`config.mk`:
```
export PLATFORM = sky130hd
export DESIGN_NAME = vga_scan_ctrl
export DESIGN_NICKNAME = d
export VERILOG_FILES = /design/src/rtl/vga_scan_ctrl.sv
export SDC_FILE = /design/constraint.sdc
export NUM_CORES = 1
export LEC_CHECK = 0
export BUFFER_PORTS_ARGS = -buffer_cell sky130_fd_sc_hd__buf_4
export CORE_MARGIN = 10
export CORE_UTILIZATION = 25
export CTS_BUF_LIST = sky130_fd_sc_hd__clkbuf_4
export DETAILED_ROUTE_END_ITERATION = 12
export HOLD_SLACK_MARGIN = 0.06
export PLACE_DENSITY_LB_ADDON = 0.08
export SLEW_MARGIN = 20
export SYNTH_ARGS = -nofsm -noshare
export SYNTH_HDL_FRONTEND = slang
export SYNTH_SLANG_ARGS = --single-unit
```
`constraint.sdc`:
```
create_clock -name clk -period 2.4 [get_ports clk]
set_clock_uncertainty 0.1 [all_clocks]
set_input_delay 0.72 -clock clk [delete_from_list [all_inputs] [get_ports clk]]
set_output_delay 0.72 -clock clk [all_outputs]
set_load 0.02 [all_outputs]
```
`src/rtl/vga_scan_ctrl.sv`:
```
// ---------------------------------------------------------------------------
// vga_scan_ctrl
// VGA 640x480@60 Hz timing generator. Divides the system clock down to the
// pixel rate, runs the horizontal/vertical scan counters, presents the
// visible scan address to the downstream renderer and registers the
// renderer's colour together with the sync pulses so both reach the
// connector with the same one-pixel latency.
//
// Build option:
//   VGA_BORDER_EN - when defined, the outermost visible rows and columns are
//                   forced to full white (4'hF on every channel), overriding
//                   pixel_data. When undefined, RGB is taken from pixel_data.
// ---------------------------------------------------------------------------
module vga_scan_ctrl #(
  parameter int CLK_DIV = 4,
  parameter int H_VIS   = 640,
  parameter int H_FP    = 16,
  parameter int H_SYNC  = 96,
  parameter int H_BP    = 48,
  parameter int V_VIS   = 480,
  parameter int V_FP    = 10,
  parameter int V_SYNC  = 2,
  parameter int V_BP    = 33
) (
  input  logic        clk,
  input  logic        rst,
  input  logic [11:0] pixel_data,
  output logic [9:0]  vga_col,
  output logic [8:0]  vga_row,
  output logic        pix_tick,
  output logic        video_on,
  output logic        frame_start,
  output logic        hs,
  output logic        vs,
  output logic [3:0]  vga_r,
  output logic [3:0]  vga_g,
  output logic [3:0]  vga_b
);

  localparam int H_TOT = H_VIS + H_FP + H_SYNC + H_BP;
  localparam int V_TOT = V_VIS + V_FP + V_SYNC + V_BP;
  localparam int DIV_W = (CLK_DIV > 2) ? $clog2(CLK_DIV) : 1;

  localparam logic [DIV_W-1:0] DIV_LAST = DIV_W'(CLK_DIV - 1);

  localparam logic [9:0] H_LAST       = 10'(H_TOT - 1);
  localparam logic [9:0] H_VIS_END    = 10'(H_VIS);
  localparam logic [9:0] H_SYNC_START = 10'(H_VIS + H_FP);
  localparam logic [9:0] H_SYNC_END   = 10'(H_VIS + H_FP + H_SYNC);

  localparam logic [9:0] V_LAST       = 10'(V_TOT - 1);
  localparam logic [9:0] V_VIS_END    = 10'(V_VIS);
  localparam logic [9:0] V_SYNC_START = 10'(V_VIS + V_FP);
  localparam logic [9:0] V_SYNC_END   = 10'(V_VIS + V_FP + V_SYNC);

`ifdef VGA_BORDER_EN
  localparam logic [9:0] H_VIS_LAST   = 10'(H_VIS - 1);
  localparam logic [9:0] V_VIS_LAST   = 10'(V_VIS - 1);
`endif

  logic [DIV_W-1:0] div_cnt;
  logic [9:0]       h_cnt;
  logic [9:0]       v_cnt;
  logic             line_end;
  logic             frame_end;
  logic             hs_next;
  logic             vs_next;
  logic [11:0]      rgb_next;

  // The tick is decoded from the divider so it is already low in reset and
  // the first tick lands CLK_DIV clocks after release.
  assign pix_tick  = (div_cnt == DIV_LAST);
  assign line_end  = (h_cnt == H_LAST);
  assign frame_end = line_end && (v_cnt == V_LAST);

  assign video_on  = (h_cnt < H_VIS_END) && (v_cnt < V_VIS_END);
  assign vga_col   = video_on ? h_cnt : 10'd0;
  assign vga_row   = video_on ? v_cnt[8:0] : 9'd0;

  // Pixel-rate divider: counts 0..CLK_DIV-1 and wraps on the tick.
  // NOTE: state registers use non-blocking assignments so every flop samples
  // values from before the edge, independent of block ordering.
  always_ff @(posedge clk or posedge rst) begin
    if (rst) begin
      div_cnt <= '0;
    end else if (pix_tick) begin
      div_cnt <= '0;
    end else begin
      div_cnt <= div_cnt + DIV_W'(1);
    end
  end

  // Scan counters: advance one pixel per tick, wrap line then frame.
  always_ff @(posedge clk or posedge rst) begin
    if (rst) begin
      h_cnt <= 10'd0;
      v_cnt <= 10'd0;
    end else if (pix_tick) begin
      if (line_end) begin
        h_cnt <= 10'd0;
        v_cnt <= frame_end ? 10'd0 : v_cnt + 10'd1;
      end else begin
        h_cnt <= h_cnt + 10'd1;
      end
    end
  end

  // Next values for the pin stage, decoded from the current scan position.
  // NOTE: every output of this block gets a default first, so no path leaves
  // a signal unassigned and no latch is inferred.
  always_comb begin
    hs_next  = 1'b1;
    vs_next  = 1'b1;
    rgb_next = 12'h000;
    if ((h_cnt >= H_SYNC_START) && (h_cnt < H_SYNC_END)) hs_next = 1'b0;
    if ((v_cnt >= V_SYNC_START) && (v_cnt < V_SYNC_END)) vs_next = 1'b0;
    if (video_on) begin
      rgb_next = pixel_data;
`ifdef VGA_BORDER_EN
      if ((h_cnt == 10'd0) || (h_cnt == H_VIS_LAST) ||
          (v_cnt == 10'd0) || (v_cnt == V_VIS_LAST)) begin
        rgb_next = 12'hFFF;
      end
`endif
    end
  end

  // Pin stage: colour and sync share one register stage so they stay aligned.
  always_ff @(posedge clk or posedge rst) begin
    if (rst) begin
      hs    <= 1'b1;
      vs    <= 1'b1;
      vga_r <= 4'h0;
      vga_g <= 4'h0;
      vga_b <= 4'h0;
    end else if (pix_tick) begin
      hs    <= hs_next;
      vs    <= vs_next;
      vga_r <= rgb_next[3:0];
      vga_g <= rgb_next[7:4];
      vga_b <= rgb_next[11:8];
    end
  end

  // One-clock frame marker in the clock after the last pixel of the frame.
  always_ff @(posedge clk or posedge rst) begin
    if (rst) begin
      frame_start <= 1'b0;
    end else begin
      frame_start <= pix_tick && frame_end;
    end
  end

endmodule

```
======== Word-level counts from Yosys, hierarchy flattened ========
Cells that the tools add are included.
word-level totals
  bits in registers ....................... 37
  latch bits .............................. 0
  RAM bits ................................ 0
  ROM bits ................................ 0
  input port bits ......................... 14
  output and inout port bits .............. 36
  memories ................................ 0
cells by class
  $add $sub $neg .......................... 3
  $mul .................................... 0
  divide/modulo/power cells ............... 0
  magnitude comparators ................... 6
  eq/ne operators ......................... 3
  shifts and indexed selects .............. 0
  mux-type cells .......................... 8
  bitwise logic cells ..................... 0
  reductions and logical operators ........ 6
operators with widths
  cell                                                                count
  2-to-1 mux 10 bit                                                   3
  adder 10 x 1 -> 10 bit, second input constant                       2
  == test 10 bit, second input constant                               2
  < comparator 10 bit, second input constant                          2
  < comparator 10 x 9 -> 1 bit, second input constant                 2
  2-to-1 mux 12 bit                                                   1
  greater-or-equal comparator 10 bit, second input constant           1
  greater-or-equal comparator 10 x 9 -> 1 bit, second input constant  1
  2-to-1 mux 9 bit                                                    1
  logical AND 1 bit                                                   5
  adder 2 x 1 -> 2 bit, second input constant                         1
  == test 2 bit, second input constant                                1
  2-to-1 mux 1 bit                                                    2
  2-to-1 mux 2 bit                                                    1
  AND reduction 2 bit                                                 1

======== Depth between registers and ports, before layout ========
  word-level depth ........................ 3
  gate-level depth with buffers ........... 7

======== Worst setup path before layout ========
No wires, ideal clock.
  kind .................................... register to output
  start point ............................. register h_cnt[7]
  end point ............................... output vga_col[5]
  arrival ................................. 1.802 ns
  required time ........................... 1.580 ns
  slack ................................... -0.222 ns
  stages on the path, launching flop included .. 8
  buffers on the path ..................... 2
  cell sequence ........................... dfrtp_1 > o21ai_0 > nand2_1 > or2_2 > clkbuf_1 > inv_1 > clkbuf_1 > and2_1
on the way
  cells in the longest elaborated chain, start to end .. 3
RTL lines
  item                    RTL line  text
  from (decl)             62        logic [9:0] h_cnt;
  from (signal assigned)  103       h_cnt <= h_cnt + 10'd1;
  < comparator 10 bit     76        assign video_on = (h_cnt < H_VIS_END) && (v_cnt < V_VIS_END);
  logical AND 1 bit       76
  via video_on            31        output logic video_on,
  2-to-1 mux 10 bit       77        assign vga_col = video_on ? h_cnt : 10'd0;
  to (decl)               28        output logic [9:0] vga_col,
The timed path passes the listed nets, and every way through them passes these cells.

======== Worst setup path after layout ========
  start point ............................. register v_cnt[6]
  end point ............................... output vga_col[5]
on the way
  cells in the longest elaborated chain, start to end .. 3
RTL lines
  item                          RTL line  text
  from (decl)                   63        logic [9:0] v_cnt;
  from (signal assigned)        101       v_cnt <= frame_end ? 10'd0 : v_cnt + 10'd1;
  < comparator 10 x 9 -> 1 bit  76
  logical AND 1 bit             76
  2-to-1 mux 10 bit             77
No other way between the ends.

==> run_results.csv <==
group,metric,value,unit
run_status,violations,"setup timing",
placement,dp_hpwl,3720,µm
yosys,yosys.area_share.xor_xnor,6.15,%
cells_and_area,antennaDiodeCount,0,
die,core_region_area,7210,µm²
yosys,ys_seq_area_share,50.1,%
global_route,grt_usage,9.55,%
critical_path,r2r_slack,290,ps
critical_path,arrival,1680,ps
yosys,avgSynthCellArea,9.26,µm²
die,rows,31,
sta,worst_slack,-104,ps
cells_and_area,nets,285,
power_and_ir_drop,power_leakage,0.00125,µW
clocking,path_clk_slew,140,ps
cells_and_area,final_common_cell,"buf_4",
worst_hold_path,min_to,"div_cnt[0]$_DFF_PP0_",
placement,gp_congestion,0.734,
sta,tightest_slew,496,ps
routing,vias,1621,
global_route,grt_start_max_net_pins,38,
die,io_pins,50,
routing,drt-initial-drc-count,30,
routing,routedWlPerCell,14.2,µm
critical_path,cp_slowest_cell,"dfrtp_1",
clocking,clk_latency,360,ps
die,die_area,11200,µm²
run_status,status,"finished with violations",
routing,vias_per_cell,4.43,
critical_path,required,1580,ps
global_route,overflow,0,
routing,first_pass_iters,4,
die,die_height,106,µm
clocking,clock_sinks,37,
cells_and_area,n_fill_cell,789,
sta,finalSetupViolCount,20,
yosys,synth_top_family_by_area,"simple AND/OR/NAND/NOR gates",
placement,place_ws,118,ps
sta,maxSlewViolCount,0,
yosys,ys_ff_latch,37,
critical_path,cp-end-kind,"primary output",
routing,wl,5180,µm
yosys,synth_cell_type_count,34,
yosys,synth_ff_type,"dfrtp_1",
sta,final.setup.tns,-1670,ps
clocking,cts_tree,"yes",
die,fp.dieW,106,µm
yosys,synth_edf_count,0,
power_and_ir_drop,vdd_drop_max,0.221,mV
global_route,first_global_vias,1646,
critical_path,critPathMostFrequentCell,"buf_6",
yosys,muxShareOfSynthArea,0.541,%
routing,drc,0,
global_route,antenna_found_initial,0,
sta,rsz0062_at_grt,"yes",
critical_path,r2r_start,"div_cnt[0]$_DFF_PP0_",
cells_and_area,multi_input_area,845,µm²
critical_path,crit_path_max_incr_delay,410,ps
worst_hold_path,hp-class,"register to register",
cells_and_area,areaGrowthSynthToFinish,42.8,%
sta,period_needed,2500,ps
cells_and_area,final_cell_mix,"buf_4 (47), dfrtp_1 (35), nand2_1 (22), buf_6 (21), inv_1 (18)",
sta,finalCritPeriodShare,104,%
clocking,root_buffer,"clkbuf_4",
yosys,synth_compound_area_share,8.51,%
worst_hold_path,hold_start,"div_cnt[0]$_DFF_PP0_",
cells_and_area,utilization,36.6,%
clocking,cts_buffers,5,
critical_path,crit_chain,"nand4_1 > nand2_1 > or2_4 > inv_4 > buf_6 > and2_2 > buf_6",
yosys,async_reset_ff_share,100,%
worst_hold_path,min_path_cells,1,
placement,port_buffers,49,
sta,whs,346,ps
sta,hold_violations,0,
cells_and_area,layout-drive-gt1-share,37.1,%
yosys,yosys.area_share.adder,3.38,%
routing,antenna_left,0,
clocking,cts_buffer_depth,2,
global_route,grt_pass1_wl,8720,µm
die,start_util,25.7,%
sta,relSlewSlack,66.9,%
yosys,synth_nets,219,
clocking,ctsHtreeMaxLevel,2,
critical_path,path_max_fanout,6,
critical_path,critical_path_class,"register to primary output",
run,maxCapViolCount,0,
cells_and_area,regArea,928,µm²
critical_path,start_kind,"register",
yosys,synth_simple_gate_area_share,25.0,%
critical_path,regToRegEndpoint,"v_cnt[8]$_DFFE_PP0P_",
power_and_ir_drop,pwr_density_cell,440,nW/µm²
yosys,netlist_area,1850,µm²
yosys,syn_inst,200,
sta,timing.fmax,399,MHz
yosys,yosysWarnings,0,
critical_path,reg2reg_depth,6,
-- critical path: cells and delay by family, from the launching register on --
family / cells / cell delay, ps
buf+inv: 3 / 310
flops: 1 / 410
simple gates: 4 / 620
-- synthesized netlist by cell type (all sizes together) (2+ instances only) --
library cell / instances / share of area, %
nor2: 19 / 3.9
o21ai: 8 / 2.2
dfrtp: 35 / 47
clkbuf: 7 / 1.4
xnor2: 8 / 3.8
inv: 19 / 3.9
or2: 3 / 1.0
and3: 3 / 1.0
a31oi: 2 / 0.68
and2: 15 / 5.1
dfstp: 2 / 2.8
nor3: 5 / 1.4
nor4: 2 / 0.68
xor2: 5 / 2.4
o22ai: 12 / 4.1
ha: 5 / 3.4
buf: 2 / 1.0
nand2: 22 / 4.5
nand4: 5 / 1.7
nand3: 10 / 3.0
-- state kept, by name, indices dropped and copies added, names as in the netlist --
signal	flops
vga_b	4
v_cnt	10
vs	1
vga_r	4
frame_start	1
h_cnt	10
div_cnt	2
hs	1
vga_g	4
-- cell families after synthesis --
group	Yosys count
mux	1
xor+xnor	13
flops	37
buf+inv	28
compound gates	26
fa+ha+maj	5
simple gates	90
-- cell type report --
class | count | area share [%]
multi-input combinational | 135 | 31.9
clock buffer | 5 | 1.42
clock inverter | 3 | 1.75
sequential | 37 | 35.1
tap | 99 | 4.69
timing repair buffer | 68 | 22.3
inverter | 19 | 2.79
-- worst max-delay path by stage --
stage	slack, ps	endpoint	start	depth (start not counted)
CTS	-140	vga_row[4]	v_cnt[5]$_DFFE_PP0P_	7
global route	-210	vga_col[5]	v_cnt[6]$_DFFE_PP0P_	7
detailed placement	120	vga_row[4]	h_cnt[7]$_DFFE_PP0P_	7
finish	-100	vga_col[5]	v_cnt[6]$_DFFE_PP0P_	7
floorplan	5	vga_col[5]	h_cnt[7]$_DFFE_PP0P_	7
global placement	130	vga_row[3]	h_cnt[7]$_DFFE_PP0P_	7
-- stage by stage --
step / area, µm² / instances / total power, µW
floorplan: 1870 / 200 / 682
global placement: 2440 / 356 / 724
detailed placement: 2440 / 356 / 724
CTS: 2620 / 365 / 1190
global route: 2640 / 366 / 1220
finish: 2640 / 366 / 1160
-- report_power, final --
part           switching (µW)  internal, µW  leakage [µW]
Clock                     234           221     0.0000414
Combinational            38.0          32.6      0.000740
Sequential               5.17           634      0.000468
Total                     277           887       0.00125
-- repair_timing --
item / CTS / global route
setup endpoints to repair: 20 / 21
setup buffers: 0 / 1
cloned: 1 / 0
gates resized for setup: 30 / 8
hold buffers: 0 / 0
pin swaps: 3 / 2
-- layer usage --
| layer | track usage [%] | routed length (µm) |
|---|---|---|
| met1 | 11.2 | 2260 |
| met2 | 15.9 | 2600 |
| met3 | 3.08 | 253 |
| met4 | 3.48 | 74 |
| met5 | 0 | 0 |
Note: power is estimated with default switching activity, not from simulation.
